**config.mk**
```make
export PLATFORM = sky130hd
export DESIGN_NAME = rtc_bus_reader
export DESIGN_NICKNAME = d
export VERILOG_FILES = /design/src/rtl/rtc_bus_reader.sv
export SDC_FILE = /design/constraint.sdc
export NUM_CORES = 1
export LEC_CHECK = 0
export ABC_AREA = 1
export CORE_UTILIZATION = 49
export CTS_BUF_LIST = sky130_fd_sc_hd__clkbuf_8
export DETAILED_ROUTE_END_ITERATION = 8
export GPL_ROUTABILITY_DRIVEN = 1
export GPL_TIMING_DRIVEN = 1
export PLACE_DENSITY = 0.73
export SLEW_MARGIN = 20
export SYNTH_ARGS = -nofsm -noshare
export SYNTH_HDL_FRONTEND = slang
export SYNTH_SLANG_ARGS = --single-unit
```
**constraint.sdc**
```tcl
create_clock -name clk_i -period 3.2 [get_ports clk_i]
set_input_delay 0.96 -clock clk_i [delete_from_list [all_inputs] [get_ports clk_i]]
set_output_delay 0.96 -clock clk_i [all_outputs]
set_load 0.02 [all_outputs]
```
**src/rtl/rtc_bus_reader.sv**
```systemverilog
// Read-back engine for the external RTC on the multiplexed address/data bus:
// issues the 0xF0 buffer-transfer command, reads nine registers, then publishes them atomically.
module rtc_bus_reader #(
  parameter int T_PULSO  = 7,
  parameter int T_ESPERA = 7
) (
  input  logic       clk_i,
  input  logic       reset,
  input  logic       enable,
  input  logic       start,
  input  logic [7:0] bus_i,
  output logic [7:0] bus_o,
  output logic       bus_oe,
  output logic       AD_o,
  output logic       RD,
  output logic       WR,
  output logic       CS,
  output logic       busy,
  output logic       done,
  output logic [7:0] seg,
  output logic [7:0] min,
  output logic [7:0] hora,
  output logic [7:0] fecha,
  output logic [7:0] mes,
  output logic [7:0] anio,
  output logic [7:0] tseg,
  output logic [7:0] tmin,
  output logic [7:0] thora
);

  typedef enum logic [2:0] {IDLE, ADDR, GAP_A, DATA, GAP_D} state_t;

  localparam logic [3:0] PULSO_LAST  = 4'(T_PULSO - 1);
  localparam logic [3:0] ESPERA_LAST = 4'(T_ESPERA - 1);
  localparam logic [3:0] LAST_ITEM   = 4'd9;

  state_t     state_r, state_s;
  logic [3:0] cnt_r, cnt_s;
  logic [3:0] idx_r, idx_s;
  logic [3:0] sh_idx_s;
  logic       capture_s, publish_s;
  logic       cs_s, wr_s, rd_s, ad_s, oe_s;
  logic [7:0] bus_s;
  logic [7:0] shadow_r [0:8];

  function automatic logic [7:0] item_addr(input logic [3:0] idx);
    case (idx)
      4'd0:    item_addr = 8'hF0;
      4'd1:    item_addr = 8'h21;
      4'd2:    item_addr = 8'h22;
      4'd3:    item_addr = 8'h23;
      4'd4:    item_addr = 8'h24;
      4'd5:    item_addr = 8'h25;
      4'd6:    item_addr = 8'h26;
      4'd7:    item_addr = 8'h41;
      4'd8:    item_addr = 8'h42;
      4'd9:    item_addr = 8'h43;
      default: item_addr = 8'hF0;
    endcase
  endfunction

  // Next state, item index, phase counter and capture/publish strobes.
  always_comb begin
    state_s   = state_r;
    idx_s     = idx_r;
    capture_s = 1'b0;
    publish_s = 1'b0;
    case (state_r)
      IDLE: begin
        if (start) begin
          state_s = ADDR;
          idx_s   = 4'd0;
        end else begin
          state_s = IDLE;
        end
      end
      ADDR: begin
        if (cnt_r == PULSO_LAST) state_s = GAP_A;
        else                     state_s = ADDR;
      end
      GAP_A: begin
        if (cnt_r == ESPERA_LAST) state_s = DATA;
        else                      state_s = GAP_A;
      end
      DATA: begin
        if (cnt_r == PULSO_LAST) begin
          state_s   = GAP_D;
          capture_s = (idx_r != 4'd0);
        end else begin
          state_s = DATA;
        end
      end
      GAP_D: begin
        if (cnt_r != ESPERA_LAST) begin
          state_s = GAP_D;
        end else if (idx_r == LAST_ITEM) begin
          state_s   = IDLE;
          publish_s = 1'b1;
        end else begin
          state_s = ADDR;
          idx_s   = idx_r + 4'd1;
        end
      end
      default: begin
        state_s = IDLE;
        idx_s   = 4'd0;
      end
    endcase

    if (state_s == IDLE)         cnt_s = 4'd0;
    else if (state_s != state_r) cnt_s = 4'd0;
    else                         cnt_s = cnt_r + 4'd1;

    sh_idx_s = idx_r - 4'd1;
  end

  // Bus and strobe values for the upcoming cycle, decoded from the next state so they register cleanly.
  always_comb begin
    cs_s  = 1'b1;
    wr_s  = 1'b1;
    rd_s  = 1'b1;
    ad_s  = 1'b0;
    oe_s  = 1'b0;
    bus_s = 8'h00;
    case (state_s)
      IDLE: begin
        bus_s = 8'h00;
      end
      ADDR: begin
        cs_s  = 1'b0;
        wr_s  = 1'b0;
        oe_s  = 1'b1;
        bus_s = item_addr(idx_s);
      end
      GAP_A: begin
        oe_s  = 1'b1;
        bus_s = item_addr(idx_s);
      end
      DATA: begin
        cs_s  = 1'b0;
        ad_s  = 1'b1;
        bus_s = item_addr(idx_s);
        // item 0 writes the command byte; everything else is a read with the bus released
        if (idx_s == 4'd0) begin
          wr_s = 1'b0;
          oe_s = 1'b1;
        end else begin
          rd_s = 1'b0;
          oe_s = 1'b0;
        end
      end
      GAP_D: begin
        ad_s  = 1'b1;
        bus_s = item_addr(idx_s);
      end
      default: begin
        bus_s = 8'h00;
      end
    endcase
  end

  // State, registered bus outputs, shadow capture and atomic publish.
  always_ff @(posedge clk_i) begin
    if (reset) begin
      state_r <= IDLE;
      cnt_r   <= 4'd0;
      idx_r   <= 4'd0;
      CS      <= 1'b1;
      WR      <= 1'b1;
      RD      <= 1'b1;
      AD_o    <= 1'b0;
      bus_oe  <= 1'b0;
      bus_o   <= 8'h00;
      busy    <= 1'b0;
      done    <= 1'b0;
      for (int i = 0; i < 9; i++) shadow_r[i] <= 8'h00;
      seg     <= 8'h00;
      min     <= 8'h00;
      hora    <= 8'h00;
      fecha   <= 8'h00;
      mes     <= 8'h00;
      anio    <= 8'h00;
      tseg    <= 8'h00;
      tmin    <= 8'h00;
      thora   <= 8'h00;
    end else if (enable) begin
      state_r <= state_s;
      cnt_r   <= cnt_s;
      idx_r   <= idx_s;
      CS      <= cs_s;
      WR      <= wr_s;
      RD      <= rd_s;
      AD_o    <= ad_s;
      bus_oe  <= oe_s;
      bus_o   <= bus_s;
      busy    <= (state_s != IDLE);
      done    <= publish_s;
      if (capture_s) shadow_r[sh_idx_s] <= bus_i;
      if (publish_s) begin
        seg   <= shadow_r[0];
        min   <= shadow_r[1];
        hora  <= shadow_r[2];
        fecha <= shadow_r[3];
        mes   <= shadow_r[4];
        anio  <= shadow_r[5];
        tseg  <= shadow_r[6];
        tmin  <= shadow_r[7];
        thora <= shadow_r[8];
      end
    end
  end

endmodule

```
After elaboration in Yosys (flattened, before gate mapping) --
Memories as Yosys holds them, arrays and structs flattened. A register that Yosys moved wholly into a read port is not among the register bits. Index checks and enable logic that the tools add are counted.
Operators by class: $add $sub $neg 3, equality and inequality tests 12, muxes and demuxes 35, reductions and logical operators 11
Operator list (number):
- one-hot mux 8 bit (4 select lines) | 1
- two-way mux 4 bit | 6
- two-way mux 1 bit | 20
- one-hot mux 3 bit (5 select lines) | 1
- equality test 3 x 2 -> 1 bit (second input constant) | 4
- one-hot mux 4 bit (3 select lines) | 1
- adder 4 x 1 -> 4 bit (second input constant) | 2
- two-way mux 8 bit | 1
- OR reduction 8 bit | 1
- equality test 3 x 1 -> 1 bit (second input constant) | 2
- equality test 3 bit (second input constant) | 2
- logical NOT 3 bit | 2
- two-way mux 3 bit | 2
- OR reduction 2 bit | 3
- equality test 4 x 3 -> 1 bit (second input constant) | 1
- equality test 4 bit (second input constant) | 1
- logical NOT 4 bit | 1
- != test 4 x 3 -> 1 bit (second input constant) | 1
- one-hot mux 1 bit (2 select lines) | 2
- nonzero test 4 bit | 1
- subtractor 4 x 1 -> 4 bit (second input constant) | 1
- != test 3 bit | 1
- nonzero test 3 bit | 1
- OR reduction 3 bit | 1
- 2 further kinds | 2
Word-level totals: register bits 26, memory bits (writable) 72, bits in read-only memories 448, bits of input ports 12, output and inout port bits 87, logic and storage cells 77, memories kept 5
Memory list:
- (no name shown) | depth 16, bits a word 7, rd ports 1, clocked after memory_dff 0, wr ports 0, line 47 | case (idx)
- (no name shown) | depth 16, bits a word 7, rd ports 1, clocked after memory_dff 0, wr ports 0, line 47
- (no name shown) | depth 16, bits a word 7, rd ports 1, clocked after memory_dff 0, wr ports 0, line 47
- (no name shown) | depth 16, bits a word 7, rd ports 1, clocked after memory_dff 0, wr ports 0, line 47
- shadow_r | depth 9, bits a word 8, rd ports 9, clocked after memory_dff 9, wr ports 9, line 44 | logic [7:0] shadow_r [0:8];

Depth between registers and ports, before layout --
word-level depth 9, mapped depth 15, mapped depth without buffers 15

Worst setup path before layout --
Ideal clock, no wire load.
path type input-to-reg, from in reset, to mem shadow_r[8][0] (enable), library setup time 0.329 ns, arrival time 2.217 ns, data required time 2.871 ns, slack 0.654 ns, cell stages on the path 8, path buffers 1, cell sequence buf_2 > inv_1 > nand2_1 > nor4_2 > nand2_1 > inv_1 > nand3_2 > nand2_1
RTL lines:
- start, declared | line 8 | input logic reset,
- end, declared | line 44

Worst setup path after layout --
from in enable, to reg anio[0], read port of shadow_r
Between the ends: word-level cells in the longest chain between the ends 1
RTL lines:
- start, declared | line 9 | input logic enable,
- AND reduction 2 bit (no line)
- end, declared | line 25 | output logic [7:0] anio,
No other way between the ends. A chain may end at the register's enable or synchronous reset.

==> metrics.md <==
| Metric | Value |
|---|---|
| Register clock-pin slew on the reported worst setup and hold paths | approximately 0.08 ns |
| Largest net degree at the start of global routing | 88 |
| DR vias | 5095 |
| First DRT Iteration DRCs | 398 |
| Worst reg2reg path depth | 8 |
| FMAX | 366 MHz |
| Most used cell along the critical path | nor2_1 |
| Syn_nets | between 700 and 800 |
| Area growth, synth to finish | 22.3% |
| Slowest cell on crit path | clkinv_2 |
| Total Power | 0.00394 W |
| Critical path depth in cells | 7 |
| Mapped cell area | 0.00661 mm^2 |
| DRT Wirelength | 14200 um |
| Worst Setup SP | enable |
| CP required | 3.53 ns |
| Die width | about 120 um |
| Min-delay src | CS |
| Relative slew slack | 40.9% |
| Final min period | about 2.7 ns |
| Unrepaired setup endpoints after global routing | false |
| Ant diodes | 0 |
| Synth cell types | 30 |
| Count leader, synth | nor2_1 |
| Outcome | completed |
| Number of global-route vias before repair | 4898 |
| Gate Count Post-Synth | 732 |
| TNS Setup | 0 ns |
| # rows | 42 |
| Port bufs | 97 |
| Nets | approximately 840 |
| CTS H-tree lvls | 4 |
| Register bit total from synthesis | ~170 |
| Clock sink total | 168 |
| Routability cong. | 0.830 |
| DRC violations left | 0 |
| Post-synthesis sequential area ratio | 61.8% |
| Worst-margin pin slew | 0.886 ns |
| Number of synthesized flops with an enable pin | 72 |
| Post-synth top cells | nor2_1 (253), dfxtp_1 (96), edfxtp_1 (72), o21ai_0 (70), nand2_1 (65) |
| Crit-path cells | clkdlybuf4s50_1 > buf_4 > nand2_1 > nor2_4 > clkinv_2 > nor2_1 > nor2_1 |
| Global route overflow | 0 |
| Hold buffers post-CTS | 0 |
| Avg WL per Cell | 14.0 um |
| Top post-synthesis cells by area | edfxtp_1 (33%), dfxtp_1 (29%), nor2_1 (14%) |
| P_leak | approximately 3.4 nW |
| Most used DFF post-synth | dfxtp_1 |
| Syn avg cell area | 9.03 um^2 |
| CTS tree | built |
| Maximum vdd drop | 0.234 mV |
| Die height | about 120 um |
| CP top delay family | buffers and inverters |
| Crit path buf inv count | 3 |
| Critical Path Sink | anio[0] |
| DRT antenna net count | 0 |
| Worst Skew | 0.00869 ns |
| CP Max Fanout | 73 |
| Post-CTS Setup Bufs | 0 |
| Yosys top cell area share | between 30% and 40% |
| DRT Pass-1 Iters | 5 |
| Worst R2R Start | idx_r[1] |
| CP Class | input port to register |
| Core footprint | 0.0132 mm^2 |
| Largest area contributor in the netlist | edfxtp_1 |
| Die area | between 0.01 and 0.015 mm^2 |
| Worst stage delay on the critical path | ~0.66 ns |
| Share of post-route cells with drive strength above 1 | under 10% |
| CTS Buffer Depth | 2 |
| Fin crit share | 85.3% |
| CP endpoint kind | register |
| Hold depth | 2 |
| PwrDens | 487 mW/mm^2 |
| Max capacitance violation total | 0 |
| TritonCTS Buffers | 17 |
| Worst EP arrival | ~3.1 ns |
| Dpl hpwl | 9430 um |
| CP startpoint kind | input port |
| Initial Util | between 50% and 60% |
| Global-route usage over all layers | about a fifth |
| Yosys warns | 0 |
| R2R Setup Slk | around 0.60 ns |
| Post-synth ARST share | 0% |
| Antenna violations before repair | 0 |
| Final hold vios | 0 |
| Skew-Pair Late Insertion Delay | 0.45 ns |
| Worst min path class | register to register |
| DR vias/cell | 5.03 |
| First-pass GRT wire length | about 24000 um |
| FF-to-FF End | anio[0] |
| Post-cts sizing count | 0 |
| Top Ports | 99 |
| Setup Viol. Count Final | 0 |
| Final slew viol count | 0 |
| CTS Root Cell | clkbuf_8 |
==> cells in the final DEF, fill, tap and decap left out, types with 2 or more instances in the layout <==
cell type	count
clkinv_1	10
o21ai_1	15
inv_1	33
nand3_2	2
dfxtp_1	96
o21ai_0	70
a21oi_1	19
edfxtp_1	72
buf_4	6
inv_2	5
nor2_1	253
xor2_1	3
clkinvlp_4	5
bufinv_16	2
nand2_1	65
nor2_2	6
clkdlybuf4s50_1	97
nand3_1	17
nand4_1	3
clkinv_2	4
nor2_4	3
nand2_2	14
o21a_1	2
ha_1	8
clkbuf_8	18
==> sequential cells by signal, indices dropped and copies added (netlist names), 3 cells and up <==
| register | count |
|---|---|
| idx_r | 4 |
| state_r | 3 |
| mes | 8 |
| tmin | 8 |
| cnt_r | 4 |
| bus_o | 6 |
| tseg | 8 |
| fecha | 8 |
| min | 8 |
| hora | 8 |
| shadow_r | 72 |
| thora | 8 |
| seg | 8 |
| anio | 8 |
==> power by group <==
part | leakage, nW | switching, W | internal (W)
combinational | 1.67 | 0.000138 | 0.0000637
sequential | 1.52 | 0.0000222 | 0.00227
clock | 0.183 | 0.000742 | 0.000702
total | 3.38 | 0.000902 | 0.00304
==> per-layer routing <==
metal	track usage, %	vias up	share of wire, %
li1	-	2545	-
met1	27.5	2385	44
met2	35.8	145	49
met3	4.20	20	5.0
met4	7.85	0	1.8
met5	0	-	0
==> worst min path at each step <==
| stage | endpoint | slack (ns) |
|---|---|---|
| after floorplan | thora[4] | 0.45 |
| after global placement | CS | 0.44 |
| after detailed placement | tseg[2] | 0.46 |
| after CTS | bus_o[2] | 0.48 |
| after global routing | bus_o[6] | 0.49 |
| final | CS | 0.47 |
==> metrics by stage <==
step	setup slack [ns]	utilization (%)	instances	instance area (um^2)	hold WS, ns
2_1_floorplan	0.654	-	732	6610	0.447
3_3_place_gp	0.227	58.4	981	7700	0.442
3_5_place_dp	0.159	58.4	981	7700	0.459
4_1_cts	0.632	61.3	1013	8090	0.477
5_1_grt	0.293	61.3	1013	8090	0.491
6_report	0.470	61.3	1013	8090	0.469
==> tightest hold or removal path, cell delays in order (launching register included) <==
cell and delay [ns]:
dfxtp_1 0.32, nand2_1 0.06, nand2_1 0.05
==> area by class of cell <==
| class | count | area, um^2 |
|---|---|---|
| clock buffers | 18 | 248 |
| clock inverters | 14 | 133 |
| fillers | 1116 | 5100 |
| inverters | 46 | 174 |
| multi-input cells | 488 | 2210 |
| flip-flops and latches | 168 | 4080 |
| well taps | 176 | 220 |
| repair buffers | 103 | 1020 |
==> cell families (layout without fill, tap and decap cells) <==
group | count (synthesis) | in the layout | share of synthesized area (%)
and+or+nand+nor | 368 | 368 | 23.1
DFF | 168 | 168 | 61.8
AOI/OAI and AO/OA | 107 | 107 | 8.23
buffers and inverters | 76 | 181 | 4.77
adders and majority gates | 8 | 8 | 1.51
xor gates and xnor gates | 4 | 4 | 0.530
other | 1 | 1 | 0.0567
(Power assumes the default switching activity.)
